[src/rtl/alu_disp_sequencer.sv]
// Captures an ALU operand/result snapshot and cycles it through four hex frames
// for the seg7x16 driver, advancing on a timed tick or a debounced push-button.
module alu_disp_sequencer #(
    parameter int TICK_DIV        = 33554432,
    parameter int DEBOUNCE_CYCLES = 1000000
) (
    input  logic        clk,
    input  logic        rstn,
    input  logic [31:0] i_a,
    input  logic [31:0] i_b,
    input  logic [31:0] i_c,
    input  logic        i_zero,
    input  logic        i_auto,
    input  logic        i_step,
    output logic [63:0] o_data,
    output logic        o_disp_mode,
    output logic [1:0]  o_frame,
    output logic [3:0]  o_led
);

    localparam int TW = (TICK_DIV > 1) ? $clog2(TICK_DIV) : 1;
    localparam int DW = $clog2(DEBOUNCE_CYCLES + 1);
    localparam logic [TW-1:0] TICK_LAST = TW'(TICK_DIV - 1);
    localparam logic [DW-1:0] DB_LAST   = DW'(DEBOUNCE_CYCLES - 1);

    typedef enum logic [1:0] {
        F_A     = 2'd0,
        F_B     = 2'd1,
        F_C     = 2'd2,
        F_FLAGS = 2'd3
    } frame_t;

    frame_t          state;
    frame_t          state_next;
    logic [TW-1:0]   tick_cnt;
    logic            tick;
    logic            step_s1;
    logic            step_s2;
    logic            db_level;
    logic            db_prev;
    logic [DW-1:0]   db_cnt;
    logic            step_pulse;
    logic            advance;
    logic            init_done;
    logic            load_snap;
    logic [31:0]     sa;
    logic [31:0]     sb;
    logic [31:0]     sc;
    logic            sz;
    logic [31:0]     frame_word;

    // Held at zero outside auto mode, so every auto entry restarts a full period
    always_ff @(posedge clk or negedge rstn) begin
        if (!rstn) begin
            tick_cnt <= '0;
        end else if (!i_auto || tick_cnt == TICK_LAST) begin
            tick_cnt <= '0;
        end else begin
            tick_cnt <= tick_cnt + TW'(1);
        end
    end

    assign tick = i_auto && (tick_cnt == TICK_LAST);

    always_ff @(posedge clk or negedge rstn) begin
        if (!rstn) begin
            step_s1  <= 1'b0;
            step_s2  <= 1'b0;
            db_level <= 1'b0;
            db_prev  <= 1'b0;
            db_cnt   <= '0;
        end else begin
            step_s1 <= i_step;
            step_s2 <= step_s1;
            db_prev <= db_level;
            if (step_s2 == db_level) begin
                db_cnt <= '0;
            end else if (db_cnt == DB_LAST) begin
                db_level <= step_s2;
                db_cnt   <= '0;
            end else begin
                db_cnt <= db_cnt + DW'(1);
            end
        end
    end

    assign step_pulse = db_level & ~db_prev;
    assign advance    = i_auto ? tick : step_pulse;

    always_ff @(posedge clk or negedge rstn) begin
        if (!rstn) begin
            state <= F_A;
        end else begin
            state <= state_next;
        end
    end

    always_comb begin
        state_next = state;
        if (advance) begin
            case (state)
                F_A:     state_next = F_B;
                F_B:     state_next = F_C;
                F_C:     state_next = F_FLAGS;
                F_FLAGS: state_next = F_A;
                default: state_next = F_A;
            endcase
        end
    end

    // Reload only at the wrap so a full pass always shows one coherent operation
    assign load_snap = !init_done || (advance && state == F_FLAGS);

    always_ff @(posedge clk or negedge rstn) begin
        if (!rstn) begin
            init_done <= 1'b0;
            sa        <= '0;
            sb        <= '0;
            sc        <= '0;
            sz        <= 1'b0;
        end else begin
            init_done <= 1'b1;
            if (load_snap) begin
                sa <= i_a;
                sb <= i_b;
                sc <= i_c;
                sz <= i_zero;
            end
        end
    end

    always_comb begin
        frame_word = '0;
        case (state)
            F_A:     frame_word = sa;
            F_B:     frame_word = sb;
            F_C:     frame_word = sc;
            F_FLAGS: frame_word = {31'b0, sz};
            default: frame_word = '0;
        endcase
    end

    always_ff @(posedge clk or negedge rstn) begin
        if (!rstn) begin
            o_data  <= '0;
            o_frame <= 2'd0;
            o_led   <= 4'b0001;
        end else begin
            o_data  <= {32'b0, frame_word};
            o_frame <= state;
            o_led   <= 4'b0001 << state;
        end
    end

    assign o_disp_mode = 1'b0;

endmodule

[config.mk]
export PLATFORM = sky130hd
export DESIGN_NAME = alu_disp_sequencer
export DESIGN_NICKNAME = d
export VERILOG_FILES = /design/src/rtl/alu_disp_sequencer.sv
export SDC_FILE = /design/constraint.sdc
export NUM_CORES = 1
export LEC_CHECK = 0
export CORE_MARGIN = 5
export CORE_UTILIZATION = 45
export CTS_CLUSTER_DIAMETER = 200
export DETAILED_ROUTE_END_ITERATION = 16
export HOLD_SLACK_MARGIN = 0.08
export PLACE_DENSITY = 0.7
export SETUP_SLACK_MARGIN = 0.1
export SLEW_MARGIN = 10
export SYNTH_ARGS = -nofsm -noshare
export SYNTH_HDL_FRONTEND = slang
export SYNTH_SLANG_ARGS = --single-unit
[constraint.sdc]
create_clock -name clk -period 2.7 [get_ports clk]
set_clock_uncertainty 0.1 [all_clocks]
set_input_delay 0.54 -clock clk [delete_from_list [all_inputs] [get_ports clk]]
set_output_delay 0.54 -clock clk [all_outputs]
set_load 0.05 [all_outputs]
# Yosys cells after proc, flatten, opt, wreduce, memory -nomap -nowiden

Cells that the tools add are included.
Widths: inputs -> output; s select.

Output and inout port bits: 71
Register bits after elaboration: 187
Input bits: 101
Logic and storage cells: 41

Equal/unequal tests: 6
Reduce and logical (&&, ||, !) cells: 8
Shift operators: 1
Bitwise logic cells: 3
$add $sub $neg: 2
Muxes and demuxes: 6

Operators by type and width:

| kind                  | number |
|---|---|
| $pmux 32 s4           | 1 |
| $mux 20               | 2 |
| $add 25x1->25 const B | 1 |
| $eq 25x25->1 const B  | 1 |
| $mux 25               | 1 |
| $add 20x1->20 const B | 1 |
| $eq 20x20->1 const B  | 1 |
| $pmux 2 s4            | 1 |
| $eq 2x2->1 const B    | 2 |
| $shl 1x2->4 const A   | 1 |
| $eq 2x1->1 const B    | 1 |
| $logic_and 1x1->1     | 2 |
| $logic_not 1->1       | 2 |
| $logic_not 2->1       | 1 |
| $logic_or 1x1->1      | 2 |
| $not 1->1             | 2 |
| $reduce_and 2->1      | 1 |
| $and 1x1->1           | 1 |
| $eq 1x1->1            | 1 |
| $mux 1                | 1 |

# Depth between registers and ports, before layout

Gate-level depths: netlist of run 1.

Depth after elaboration: 5
Mapped depth: 9
Gate-level depth less buffers: 5

# Least setup slack after synthesis of run 1

OpenSTA, ideal clock, no wires.

Path kind: register to register
From: register state[0]
To: register sa[10]
Data arrival time: 1.984 ns
Buffers on the path: 4
Cell stages (with the launch flop): 10
Required time: 2.513 ns
Setup time: 0.087 ns
Setup slack: 0.529 ns
Period minus slack after synthesis: 2.171 ns
Cell sequence: dfrtp_1 > ha_1 > clkbuf_1 > nand4bb_1 > and2_1 > clkbuf_1 > clkbuf_1 > clkbuf_1 > nand2_1 > o211ai_1

Longest elaborated chain between the ends: 3

RTL lines:

| element                | RTL line | text |
|---|---|---|
| start, declared        | 33       | `frame_t state;` |
| start signal, assigned | 94       | `state <= state_next;` |
| $eq 2x2->1             | 112      | `assign load_snap = !init_done \|\| (advance && state == F_FLAGS);` |
| $logic_and 1x1->1      | 112      |  |
| $logic_or 1x1->1       | 112      |  |
| end signal, assigned   | 124      | `sa <= i_a;` |
| end, declared          | 46       | `logic [31:0] sa;` |

Every way passes these cells.
A chain may end at the register's enable or synchronous reset.

# Worst setup path in the final report of run 1

From: register o_led[0]
To: output o_led[0]

RTL lines:

| element                | RTL line | text |
|---|---|---|
| start, declared        | 18       | `output logic [3:0] o_led` |
| start signal, assigned | 151      | `o_led <= 4'b0001 << state;` |

No word-level cell between the ends.

==> flow_metrics.py, run 1 <==
metrics = {
    "global_route": {
        "grt_util_all_layers_pct": 22.94,
        "grtUsageMet3_pct": 4.769,
        "use_met1_pct": 31.68,
        "grt_overflow": 0,
        "first_global_vias": 9125,
        "use_met2_pct": 35.76,
        "grt_max_degree": 98,
        "gr-max-usage-layer": "met2",
        "grt_pass1_wl_um": 48310,
        "grt_antenna_before_repair": 1,
    },
    "logic_synthesis": {
        "synth_compound_area_share_pct": 13.16,
        "synth_mux_area_share_pct": 0.8297,
        "netlist_instances": 1205,
        "synth.distinct_cells": 46,
        "yosysWarnings": 0,
        "postSynthAreaPerCell_um2": 8.260,
        "synth_top_family_by_area": "simple AND/OR/NAND/NOR gates",
        "synthAdderAreaFrac_pct": 0.7542,
        "synth_edf_count": 0,
        "ys_seq_area_share_pct": 47.03,
        "synth-seq-cells": 187,
        "async_reset_ff_share_pct": 100.0,
        "syn_area_mm2": 0.009953,
        "synth-simple-area-share_pct": 28.74,
        "synth_xor_xnor_area_share_pct": 2.376,
        "ys.flop_type": "dfrtp_1",
    },
    "sta": {
        "rsz0062_at_grt": "false",
        "max_clock_freq_mhz": 421.5,
        "max-slew-margin-rel_pct": 50.56,
        "hold_viol": 0,
        "tns_ns": 0,
        "slew_viol_final": 0,
        "min_period_ns": 2.372,
        "setup_viol": 0,
        "tightest_slew_ns": 0.7416,
        "fin_crit_sh_pct": 87.87,
    },
    "clock_tree": {
        "cts.sinks": 187,
        "post-cts-setup-buffers": 0,
        "cts.repair.resized": 0,
        "clk_pin_slew_worst_paths_ns": 0.07,
        "clk_latency_ns": 0.43,
        "ctsHoldBuffers": 1,
        "cts_max_level": 4,
        "cts_buffer_depth": 2,
        "tritoncts": "done",
        "cts-buffers-inserted": 17,
        "cts_root_buf": "clkbuf_16",
    },
    "drt": {
        "via_count": 9183,
        "routed_via_density": 5.757,
        "ant_nets": 0,
        "wl_per_cell_um": 18.58,
        "first_pass_iters": 5,
        "first_iter_violations": 764,
        "wl_um": 29640,
        "drc_errors": 0,
    },
    "setup_path": {
        "crit_buf_inv": 1,
        "startpoint_type": "register",
        "crit_path_max_incr_delay_ns": 0.79,
        "cp-end-kind": "output port",
        "timing.rr.start": "tick_cnt[12]",
        "slowest_stage": "clkdlybuf4s50_1",
        "worst-path-stages": 1,
        "cp_max_fo": 1,
        "cp_data_required_time_ns": 2.06,
        "r2r_end": "sa[26]",
        "critPathCapture": "o_led[0]",
        "crit_type": "register to output port",
        "cp.arrival_ns": 1.73,
        "reg2reg_slack_ns": 0.37,
        "cp_cell_sequence": "clkdlybuf4s50_1",
        "crit_path_start": "o_led[0]",
        "cp_top_family": "buffers and inverters",
        "worst_r2r_path_depth": 5,
    },
    "placed_design": {
        "hpwl_um": 18800,
        "place.gp.congestion": 0.7981,
        "portBuffers": 138,
    },
    "power_and_ir_drop": {
        "p_per_area_mw_per_mm2": 527.5,
        "total_power_mw": 6.490,
        "leakage_nw": 4.754,
        "ir_worst_vdd_mv": 0.3678,
    },
    "floorplan": {
        "die_h_um": 158.7,
        "die_x_um": 158.7,
        "placementRows": 54,
        "ios": 172,
        "core_mm2": 0.02182,
        "start_util_pct": 45.61,
        "die_area_mm2": 0.02519,
    },
    "run": {
        "max_cap_violations": 0,
    },
    "outcome": {
        "status": "complete, no violations",
    },
    "min_path": {
        "min_path_type": "register to register",
        "hold_depth": 0,
    },
    "cells_and_area": {
        "fillers": 1952,
        "final_cell_mix": "nand2_1 (339), dfrtp_1 (186), clkdlybuf4s50_1 (137), nor2_1 (131), nand4_1 (111)",
        "drive_above_1_share_pct": 7.154,
        "layout.nets": 1408,
        "final_common_cell": "nand2_1",
        "syn_to_final_growth_pct": 23.61,
    },
}
[final cells by class]
| class | instances | area (um^2) | share of cell area [%] |
|---|---|---|---|
| Antenna cell | 1 | 2.502 | 0.02034 |
| Sequential cell | 187 | 4681 | 38.05 |
| Multi-Input combinational cell | 904 | 4743 | 38.55 |
| Clock inverter | 15 | 145.1 | 1.180 |
| Clock buffer | 17 | 425.4 | 3.458 |
| Inverter | 8 | 30.03 | 0.2441 |
| Tap cell | 280 | 350.3 | 2.848 |
| Timing Repair Buffer | 183 | 1926 | 15.65 |
[per-stage QoR]
stage / hold slack, ns / util, % / worst slack (ns) / instances / instance area (um^2)
6_report: 0.2762 / 56.38 / 0.3275 / 1595 / 12300
5_1_grt: 0.2823 / 56.38 / 0.2733 / 1595 / 12300
4_1_cts: 0.2776 / 56.36 / 0.3005 / 1594 / 12300
3_5_place_dp: 0.2563 / 53.70 / 0.2951 / 1561 / 11720
3_3_place_gp: 0.2437 / 53.70 / 0.3377 / 1561 / 11720
2_1_floorplan: 0.1444 / - / 0.5294 / 1237 / 10070
[power breakdown]
group | switching, mW | internal, mW
clock network | 1.25 | 1.24
registers | 0.106 | 2.98
logic | 0.569 | 0.352
[Yosys cell counts, drive strengths merged (7+ instances only)]
cell	n	area share, %
and4	7	0.62
nor2	132	5.0
a21oi	11	0.55
a22oi	31	2.3
and2	7	0.44
o211ai	96	7.2
o21ai	38	1.9
buf	52	3.5
xnor2	10	0.88
or4	8	0.64
dfrtp	186	47
clkbuf	86	3.3
inv	8	0.30
xor2	17	1.5
nand3	10	0.50
nor4	7	0.50
nand4	112	7.1
nand2	341	13
o31ai	7	0.53
[kinds of logic (layout without fill, tap and decap cells)]
kind of cell / Yosys count / in the layout
AO/OA/AOI/OAI: 190 / 190
XOR/XNOR: 27 / 27
adder cells (fa/ha/maj): 6 / 6
buffers and inverters: 146 / 223
flip-flops: 187 / 187
multiplexers: 8 / 8
other: 2 / 35
AND/OR/NAND/NOR: 639 / 639
[state kept, by name, summed over array words and instances (netlist names)]
| register | cells |
|---|---|
| sz | 1 |
| sa | 32 |
| sb | 32 |
| db_level | 1 |
| tick_cnt | 25 |
| db_prev | 1 |
| step_s2 | 1 |
| step_s1 | 1 |
| state | 2 |
| o_data | 32 |
| o_led | 4 |
| db_cnt | 20 |
| sc | 32 |
| o_frame | 2 |
| init_done | 1 |
[worst min path at each step]
stage	startpoint	end	slack (ns)
final	step_s1	step_s2	0.28
after global placement	step_s1	step_s2	0.24
after detailed placement	step_s1	step_s2	0.26
after floorplan	rstn	db_cnt[0]	0.14
after CTS	step_s1	step_s2	0.28
after global routing	step_s1	step_s2	0.28
[per-layer routing]
metal	wire length, um	up-vias
li1	-	4311
met3	2153	48
met4	722	0
met2	14060	431
met5	0	-
met1	12700	4393
Note: power is estimated with default switching activity, not from simulation.
==> run 2, diff against run 1 <==
--- a/config.mk
+++ b/config.mk
@@ -5,12 +5,15 @@
 export SDC_FILE = /design/constraint.sdc
 export NUM_CORES = 1
 export LEC_CHECK = 0
+export CELL_PAD_IN_SITES_DETAIL_PLACEMENT = 2
+export CELL_PAD_IN_SITES_GLOBAL_PLACEMENT = 2
 export CORE_MARGIN = 5
-export CORE_UTILIZATION = 45
+export CORE_UTILIZATION = 32
+export CTS_BUF_LIST = sky130_fd_sc_hd__clkbuf_16
 export CTS_CLUSTER_DIAMETER = 200
 export DETAILED_ROUTE_END_ITERATION = 16
 export HOLD_SLACK_MARGIN = 0.08
-export PLACE_DENSITY = 0.7
+export PLACE_DENSITY_LB_ADDON = 0.1
 export SETUP_SLACK_MARGIN = 0.1
 export SLEW_MARGIN = 10
 export SYNTH_ARGS = -nofsm -noshare
==> flow_metrics.py, run 2 (synthesized netlist as in run 1, its figures left out) <==
metrics = {
    "outcome": {
        "status": "complete, no violations",
    },
    "placed_design": {
        "portBuffers": 138,
        "dp_cells": 1675,
        "place.gp.congestion": 0.7583,
        "hpwl_um": 24470,
        "dp_slack_ns": 0.3452,
    },
    "sta": {
        "setup_viol": 0,
        "hold_ws_ns": 0.2987,
        "rsz0062_at_grt": "false",
        "max_clock_freq_mhz": 414.9,
        "tightest_slew_ns": 1.047,
        "worst_slack_ns": 0.2896,
        "tns_ns": 0,
        "slew_viol_final": 0,
        "max-slew-margin-rel_pct": 30.23,
        "hold_viol": 0,
        "min_period_ns": 2.410,
        "fin_crit_sh_pct": 89.27,
    },
    "floorplan": {
        "core_mm2": 0.03067,
        "die_area_mm2": 0.03473,
        "die_x_um": 186.4,
        "die_h_um": 186.4,
        "start_util_pct": 32.45,
        "ios": 172,
        "placementRows": 64,
    },
    "global_route": {
        "grt_antenna_before_repair": 2,
        "first_global_vias": 10190,
        "grt_overflow": 0,
        "grt_max_degree": 84,
        "grt_util_all_layers_pct": 21.01,
        "grt_pass1_wl_um": 59350,
    },
    "clock_tree": {
        "cts_root_buf": "clkbuf_16",
        "clk_pin_slew_worst_paths_ns": 0.08,
        "cts.sinks": 187,
        "cts-buffers-inserted": 17,
        "cts_buffer_depth": 2,
        "cts.repair.resized": 0,
        "cts_max_level": 4,
        "clk_latency_ns": 0.45,
        "tritoncts": "done",
    },
    "setup_path": {
        "reg2reg_slack_ns": 0.31,
        "cp_cell_sequence": "clkdlybuf4s50_1",
        "cp_data_required_time_ns": 2.06,
        "cp.arrival_ns": 1.77,
        "slowest_stage": "clkdlybuf4s50_1",
        "crit_buf_inv": 1,
        "r2r_end": "o_data[29]",
        "crit_path_start": "o_led[0]",
        "cp_top_family": "buffers and inverters",
        "cp-end-kind": "output port",
        "critPathCapture": "o_led[0]",
        "crit_type": "register to output port",
        "crit_path_max_incr_delay_ns": 0.79,
        "timing.rr.start": "state[1]",
        "worst_r2r_path_depth": 5,
        "cp_max_fo": 1,
        "worst-path-stages": 1,
        "startpoint_type": "register",
    },
    "power_and_ir_drop": {
        "leakage_nw": 4.753,
        "total_power_mw": 6.672,
        "power_switching_mw": 1.950,
        "swShare_pct": 29.23,
        "internal-power_mw": 4.722,
        "ir_worst_vdd_mv": 0.3422,
        "p_seq_share_pct": 46.3,
        "clock_power_share_pct": 39.3,
        "pwr-share-comb_pct": 14.4,
        "p_per_area_mw_per_mm2": 534.2,
    },
    "min_path": {
        "hold_depth": 0,
        "min_path_type": "register to register",
    },
    "cells_and_area": {
        "final_cell_mix": "nand2_1 (339), dfrtp_1 (186), clkdlybuf4s50_1 (137), nor2_1 (131), nand4_1 (111)",
        "fillers": 3376,
        "layout.nets": 1406,
        "instances_no_fill": 1708,
        "final_common_cell": "nand2_1",
        "diodes": 0,
        "syn_to_final_growth_pct": 25.48,
        "drive_above_1_share_pct": 6.936,
    },
    "run": {
        "max_cap_violations": 0,
    },
    "drt": {
        "drc_errors": 0,
        "routed_via_density": 5.437,
        "wl_per_cell_um": 21.87,
        "first_iter_violations": 576,
        "ant_nets": 0,
        "via_count": 9287,
        "first_pass_iters": 4,
        "wl_um": 37360,
    },
}
==> run 2: power by group through the flow <==
stage | Combinational (mW) | Clock (mW) | Sequential (mW)
after floorplan | 0.378 | 0 | 3.26
after global routing | 1.03 | 2.81 | 3.11
after CTS | 0.971 | 2.69 | 3.09
final | 0.958 | 2.62 | 3.09
after global placement | 0.946 | 0 | 3.14
after detailed placement | 0.965 | 0 | 3.14
==> run 2: worst min-delay path by stage <==
stage | startpoint | endpoint
CTS | step_s1 | step_s2
finish | step_s1 | step_s2
global route | step_s1 | step_s2
global placement | step_s1 | step_s2
detailed placement | step_s1 | step_s2
floorplan | rstn | db_cnt[0]
==> run 2: cell type report <==
type / count / area [um^2] / area share (%)
well taps: 396 / 495.5 / 3.967
clock inverters: 15 / 166.4 / 1.332
inverters: 8 / 30.03 / 0.2404
multi-input cells: 904 / 4743 / 37.98
flip-flops and latches: 187 / 4681 / 37.48
clock buffers: 17 / 425.4 / 3.406
repair buffers: 181 / 1948 / 15.60
==> run 2: what timing repair did <==
item,in CTS,in global routing
hold buffers,1,0
setup buffers,0,0
hold endpoints to repair,54,0
==> run 2: stage by stage <==
step	utilization, %	area [um^2]
2_1_floorplan	-	10070
3_3_place_gp	38.76	11890
3_5_place_dp	38.76	11890
4_1_cts	40.72	12490
5_1_grt	40.72	12490
6_report	40.72	12490
==> run 2: layer usage <==
metal	wire length (um)	track usage [%]
met5	0	0
met4	420	4.630
met3	1313	2.952
met2	17700	34.11
met1	17930	29.98
==> run 3, diff against run 2 <==
--- a/config.mk
+++ b/config.mk
@@ -15,7 +15,6 @@
 export HOLD_SLACK_MARGIN = 0.08
 export PLACE_DENSITY_LB_ADDON = 0.1
 export SETUP_SLACK_MARGIN = 0.1
-export SLEW_MARGIN = 10
 export SYNTH_ARGS = -nofsm -noshare
 export SYNTH_HDL_FRONTEND = slang
 export SYNTH_SLANG_ARGS = --single-unit
==> results of run 3 <==
No change in the layout: final DEF, timing and power equal those of run 2.
